## config.mk

```make
export PLATFORM = sky130hd
export DESIGN_NAME = link_peer
export DESIGN_NICKNAME = d
export VERILOG_FILES = /design/src/rtl/link_peer.sv
export SDC_FILE = /design/constraint.sdc
export NUM_CORES = 1
export LEC_CHECK = 0
export CAP_MARGIN = 20
export CORE_MARGIN = 4
export CORE_UTILIZATION = 55
export CTS_CLUSTER_DIAMETER = 150
export DETAILED_ROUTE_END_ITERATION = 6
export GPL_TIMING_DRIVEN = 0
export PLACE_DENSITY = 0.79
export SLEW_MARGIN = 0
export SYNTH_ARGS = -nofsm -noshare
export SYNTH_HDL_FRONTEND = slang
export SYNTH_SLANG_ARGS = --single-unit
```

## constraint.sdc

```tcl
create_clock -name clk -period 2 [get_ports clk]
set_input_delay 0.2 -clock clk [delete_from_list [all_inputs] [get_ports clk]]
set_output_delay 0.2 -clock clk [all_outputs]
set_load 0.03 [all_outputs]
```

## src/rtl/link_peer.sv

```systemverilog
// Far-end serial link peer: exchanges one byte per transfer over SCK/SIN/SOUT,
// as clock slave (mode=0) or clock master (mode=1). LINK_PEER_TIMEOUT_EN adds a slave idle-SCK abort.
module link_peer #(
    parameter int unsigned CLK_DIV        = 256,
    parameter int unsigned TIMEOUT_CYCLES = 65536
) (
    input  logic       clk,
    input  logic       reset,
    input  logic       mode,
    input  logic [7:0] tx_data,
    input  logic       tx_load,
    output logic       tx_ready,
    input  logic       sck_in,
    output logic       sck_out,
    output logic       sck_oe,
    input  logic       sin,
    output logic       sout,
    output logic [7:0] rx_data,
    output logic       rx_valid,
    output logic       rx_err
);

    localparam int unsigned DIV_W = (CLK_DIV > 2) ? $clog2(CLK_DIV) : 1;

    if (CLK_DIV < 2 || TIMEOUT_CYCLES < 2) begin : g_bad_param
        $error("link_peer: CLK_DIV and TIMEOUT_CYCLES must both be at least 2");
    end

    typedef enum logic [1:0] {
        ST_IDLE,
        ST_ARMED,
        ST_SHIFT,
        ST_DONE
    } state_e;

    state_e           state_q, state_d;
    logic             mode_q, mode_d;
    logic [3:0]       bit_cnt_q, bit_cnt_d;
    logic [DIV_W-1:0] div_q, div_d;
    logic [7:0]       tx_sr_q, tx_sr_d;
    logic [7:0]       rx_sr_q, rx_sr_d;
    logic             tx_ready_q, tx_ready_d;
    logic             sck_out_q, sck_out_d;
    logic             sck_oe_q, sck_oe_d;
    logic             sout_q, sout_d;
    logic [7:0]       rx_data_q, rx_data_d;
    logic             rx_valid_q, rx_valid_d;

    logic sck_meta_q, sck_meta_d;
    logic sck_sync_q, sck_sync_d;
    logic sck_prev_q, sck_prev_d;
    logic sin_meta_q, sin_meta_d;
    logic sin_sync_q, sin_sync_d;

    logic sck_rise;
    logic sck_fall;
    logic do_rise;
    logic do_fall;

`ifdef LINK_PEER_TIMEOUT_EN
    localparam int unsigned TO_W = $clog2(TIMEOUT_CYCLES) + 1;
    logic [TO_W-1:0] to_cnt_q, to_cnt_d;
    logic            rx_err_q, rx_err_d;
`endif

    // Edges are taken on the synchronised SCK; SCK idles high.
    assign sck_rise = sck_sync_q & ~sck_prev_q;
    assign sck_fall = ~sck_sync_q & sck_prev_q;

    always_comb begin
        state_d    = state_q;
        mode_d     = mode_q;
        bit_cnt_d  = bit_cnt_q;
        div_d      = div_q;
        tx_sr_d    = tx_sr_q;
        rx_sr_d    = rx_sr_q;
        tx_ready_d = tx_ready_q;
        sck_out_d  = sck_out_q;
        sck_oe_d   = sck_oe_q;
        sout_d     = sout_q;
        rx_data_d  = rx_data_q;
        rx_valid_d = 1'b0;
        do_rise    = 1'b0;
        do_fall    = 1'b0;
`ifdef LINK_PEER_TIMEOUT_EN
        to_cnt_d   = '0;
        rx_err_d   = 1'b0;
`endif

        sck_meta_d = sck_in;
        sck_sync_d = sck_meta_q;
        sck_prev_d = sck_sync_q;
        sin_meta_d = sin;
        sin_sync_d = sin_meta_q;

        case (state_q)
            ST_IDLE: begin
                tx_ready_d = 1'b1;
                sout_d     = 1'b1;
                sck_oe_d   = 1'b0;
                sck_out_d  = 1'b1;
                if (tx_load) begin
                    tx_sr_d    = tx_data;
                    sout_d     = tx_data[7];
                    mode_d     = mode;
                    bit_cnt_d  = 4'd0;
                    div_d      = '0;
                    tx_ready_d = 1'b0;
                    state_d    = ST_ARMED;
                end
            end

            ST_ARMED: begin
                // The opening fall only frames the byte; bit7 is already on sout.
                if (mode_q) begin
                    sck_oe_d  = 1'b1;
                    sck_out_d = 1'b0;
                    div_d     = '0;
                    state_d   = ST_SHIFT;
                end else if (sck_fall) begin
                    state_d = ST_SHIFT;
                end
            end

            ST_SHIFT: begin
                if (mode_q) begin
                    if (div_q == DIV_W'(CLK_DIV - 1)) begin
                        div_d = '0;
                        if (!sck_out_q) begin
                            sck_out_d = 1'b1;
                            do_rise   = 1'b1;
                        end else begin
                            sck_out_d = 1'b0;
                            do_fall   = 1'b1;
                        end
                    end else begin
                        div_d = div_q + DIV_W'(1);
                    end
                end else begin
                    do_rise = sck_rise;
                    do_fall = sck_fall && (bit_cnt_q != 4'd0);
                end

                if (do_rise) begin
                    rx_sr_d   = {rx_sr_q[6:0], sin_sync_q};
                    bit_cnt_d = bit_cnt_q + 4'd1;
                    if (bit_cnt_q == 4'd7) begin
                        state_d = ST_DONE;
                    end
                end
                if (do_fall) begin
                    tx_sr_d = {tx_sr_q[6:0], 1'b1};
                    sout_d  = tx_sr_q[6];
                end

`ifdef LINK_PEER_TIMEOUT_EN
                // Counter holds cycles since the last sync edge; abort once it would reach the limit.
                if (!mode_q) begin
                    if (sck_rise || sck_fall) begin
                        to_cnt_d = TO_W'(1);
                    end else if (to_cnt_q == TO_W'(TIMEOUT_CYCLES - 1)) begin
                        rx_err_d   = 1'b1;
                        sout_d     = 1'b1;
                        sck_oe_d   = 1'b0;
                        sck_out_d  = 1'b1;
                        tx_ready_d = 1'b1;
                        state_d    = ST_IDLE;
                    end else begin
                        to_cnt_d = to_cnt_q + TO_W'(1);
                    end
                end
`endif
            end

            ST_DONE: begin
                rx_data_d  = rx_sr_q;
                rx_valid_d = 1'b1;
                sout_d     = 1'b1;
                sck_oe_d   = 1'b0;
                sck_out_d  = 1'b1;
                tx_ready_d = 1'b1;
                state_d    = ST_IDLE;
            end

            default: begin
                state_d = ST_IDLE;
            end
        endcase
    end

    always_ff @(posedge clk) begin
        if (reset) begin
            state_q    <= ST_IDLE;
            mode_q     <= 1'b0;
            bit_cnt_q  <= 4'd0;
            div_q      <= '0;
            tx_sr_q    <= 8'hFF;
            rx_sr_q    <= 8'hFF;
            tx_ready_q <= 1'b1;
            sck_out_q  <= 1'b1;
            sck_oe_q   <= 1'b0;
            sout_q     <= 1'b1;
            rx_data_q  <= 8'hFF;
            rx_valid_q <= 1'b0;
            sck_meta_q <= 1'b1;
            sck_sync_q <= 1'b1;
            sck_prev_q <= 1'b1;
            sin_meta_q <= 1'b1;
            sin_sync_q <= 1'b1;
`ifdef LINK_PEER_TIMEOUT_EN
            to_cnt_q   <= '0;
            rx_err_q   <= 1'b0;
`endif
        end else begin
            state_q    <= state_d;
            mode_q     <= mode_d;
            bit_cnt_q  <= bit_cnt_d;
            div_q      <= div_d;
            tx_sr_q    <= tx_sr_d;
            rx_sr_q    <= rx_sr_d;
            tx_ready_q <= tx_ready_d;
            sck_out_q  <= sck_out_d;
            sck_oe_q   <= sck_oe_d;
            sout_q     <= sout_d;
            rx_data_q  <= rx_data_d;
            rx_valid_q <= rx_valid_d;
            sck_meta_q <= sck_meta_d;
            sck_sync_q <= sck_sync_d;
            sck_prev_q <= sck_prev_d;
            sin_meta_q <= sin_meta_d;
            sin_sync_q <= sin_sync_d;
`ifdef LINK_PEER_TIMEOUT_EN
            to_cnt_q   <= to_cnt_d;
            rx_err_q   <= rx_err_d;
`endif
        end
    end

    assign tx_ready = tx_ready_q;
    assign sck_out  = sck_out_q;
    assign sck_oe   = sck_oe_q;
    assign sout     = sout_q;
    assign rx_data  = rx_data_q;
    assign rx_valid = rx_valid_q;
`ifdef LINK_PEER_TIMEOUT_EN
    assign rx_err   = rx_err_q;
`else
    assign rx_err   = 1'b0;
`endif

endmodule

```

==> out/results.txt <==
maxcap violations -> 0
post-synthesis cell type count -> 53
Post-Synth Simple-Gate Area -> 0.2241
Post-DP HPWL -> 3.389 mm
hold path start -> sck_meta_q
Reg clk slew, reported paths -> 0.09 ns
RSZ-0062 raised after global routing -> false
first-pass GRT wire length -> 8.128 mm
Synth Area in XOR/XNOR -> 0.007634
CP required -> 2.19 ns
Placed Instances -> 322
# setup viols final -> 0
gr ovfl total -> 0
final period utilization -> 0.9442
crit path from -> state_q[0]
Primary FF master, synth -> dfxtp_1
worst slew pin tran -> 0.6586 ns
Worst Hold Class -> flip-flop to flip-flop
final core utilization -> 0.6795
routability cong. -> 0.8848
non-filler cells in the finished layout -> 330
Largest stage delay, worst path -> 0.51 ns
CTS tree -> done
outcome -> completed
number of global-route vias before repair -> 1850
drt first pass iters -> 4
Placement Cell Area -> 2608 sq um
clk_lat worst skew -> 0.31 ns
Worst Path Max Fanout -> 6
Core ar. -> 4029 sq um
first-iteration detailed-routing DRC count -> 117
share of post-route cells with drive strength above 1 -> 0.1107
most frequent cells in the layout -> dfxtp_1, nor2_1, clkdlybuf4s50_1
worst vdd ir -> 0.6839 mV
sequential area share after synthesis -> 0.4188
# diodes -> 0
Setup WS post-layout -> 0.1116 ns
Die X -> 72.59 um
type of origin of the critical path -> flip-flop
complex-gate fraction of the synthesized area -> 0.1445
final antenna-violating net count -> 0
nets -> 301
min cycle time layout -> 1.888 ns
cell count after synthesis -> 247
CP endpoint kind -> flip-flop
Final Hold Slack -> 0.4165 ns
Reg2Reg Capture Point -> bit_cnt_q[2]
Clock Skew -> 0.009708 ns
WHS Endpoint -> sck_prev_d
Tot Pwr -> 3.091 mW
hold path depth -> 1
dpl ws -> -0.02433 ns
Slew Viols, Final -> 0
Final Cell Area -> 2738 sq um
Cell Rows -> 23
H-tree level count -> 2
reg2reg path depth -> 6
Tot GR Track Use -> 0.1957
via count -> 1849
Netlist Area Pre-Place -> 2295 sq um
Num CTS Buffers -> 5
initial antenna violation count -> 0
slack of the worst reg-to-reg path -> 0.11 ns
largest family of logic cells by synthesized area -> simple AND/OR/NAND/NOR gates
Root Driver -> clkbuf_8
post-synthesis adder-cell area fraction -> 0.04362
syn_nets -> 269
CTS Buffer Depth -> 2
Syn-to-layout area delta -> 19.30%
top-level port count -> 28
Via-to-Cell Ratio -> 5.603
worst r2r src -> state_q[0]
Fmax -> 0.5296 GHz
Avg Inst Size Synth -> 9.290 sq um
# hold bufs at CTS -> 0
Die ar. -> 5269 sq um
Vert. Die Dim -> 72.59 um
CP max stage cell -> or4b_4
Initial Utilization -> 0.5696
Yosys Warn Count -> 0
Slew headroom -> 0.5609
final wirelength -> 4.607 mm
Routed WL per cell -> 13.96 um
CP cell instances -> inv_1 -> ha_1 -> mux2_4 -> or4b_4 -> a2bb2oi_1 -> o32ai_1
Residual DRC -> 0
clock tree sinks -> 48
Power Density -> 1129 nW/um^2
setup TNS -> 0 ns
LEAKAGE -> 1.088 nW
IO Port Bufs -> 25
Post-synth ARST share -> 0
pin count of the biggest net entering global routing -> 17
EDFF count, synth -> 0
CP arrival -> 2.08 ns
flop and latch count out of synthesis -> 48
commonest non-fill, non-tap cell in the layout -> dfxtp_1
Fin. Hold Viols -> 0
mux cell area share after synthesis -> 0.1096
Crit Path Category -> flip-flop to flip-flop
synthesized netlist by cell type, types with 3 or more instances:
| cell type | number | area (sq um) |
|---|---|---|
| dfxtp_1 | 48 | 960.9 |
| o31ai_1 | 4 | 30.03 |
| nand4_1 | 3 | 18.77 |
| nor2_1 | 25 | 93.84 |
| o21ai_0 | 4 | 20.02 |
| or3_1 | 3 | 18.77 |
| and2_1 | 6 | 37.54 |
| or2_2 | 4 | 25.02 |
| nand2_1 | 18 | 67.56 |
| inv_1 | 13 | 48.80 |
| mux2i_1 | 24 | 240.2 |
| nor2b_1 | 3 | 18.77 |
| a211oi_1 | 6 | 45.04 |
| ha_1 | 8 | 100.1 |
| or4_1 | 3 | 22.52 |
| clkbuf_1 | 8 | 30.03 |
| a21oi_1 | 13 | 65.06 |
| nand3_1 | 6 | 30.03 |
routing by layer:
metal,part of all wire,wire (um),vias up,track usage
met5,0,0,-,0
met4,0.025,115,0,0.09426
met3,0.052,241,10,0.05096
met2,0.47,2186,41,0.3176
met1,0.45,2063,857,0.2409
li1,-,-,941,-
cell type report:
class,count,area [sq um]
repair buffers,25,250.2
clock inverters,3,47.55
flip-flops and latches,48,960.9
plain buffers,13,66.31
well taps,50,62.56
clock buffers,5,68.82
fillers,327,1291
multi-input cells,173,1232
inverters,13,48.80
kinds of logic (layout without fill, tap and decap cells):
family,after synthesis,after routing
AOI/OAI and AO/OA,47,47
and+or+nand+nor,90,90
DFF,48,48
muxes,25,25
xor gates and xnor gates,2,2
adders and majority gates,8,8
buffers and inverters,26,59
other,1,1
worst max-delay path by stage:
stage	endpoint	slack (ns)
2_1_floorplan	bit_cnt_q[3]	0.21
3_3_place_gp	bit_cnt_q[2]	-0.05
3_5_place_dp	bit_cnt_q[2]	-0.02
4_1_cts	bit_cnt_q[2]	0.05
5_1_grt	div_q[5]	0.02
6_report	bit_cnt_q[2]	0.11
flip-flops by register name, indices dropped and copies added (netlist names), 2 cells and up:
name and flops:
div_q 8, state_q 2, rx_sr_q 8, rx_data 8, tx_sr_q 7, bit_cnt_q 4
report_power, final:
part,leakage [nW],internal (mW),switching (mW)
Combinational,0.639,0.523,0.713
Clock,0.0583,0.377,0.334
Sequential,0.391,1.07,0.0732
Total,1.09,1.97,1.12
critical path: cells and delay by family, from the launching register on:
family | cells | cell delay (ns)
compound gates | 2 | 0.27
fa+ha+maj | 1 | 0.28
buf+inv | 1 | 0.09
flops | 1 | 0.36
mux | 1 | 0.27
simple gates | 1 | 0.51
what timing repair did:
action	4_1_cts	5_1_grt
endpoints found under the setup margin	0	4
gates resized for setup	0	3
buffers inserted	0	0
Note: power is estimated with default switching activity, not from simulation.
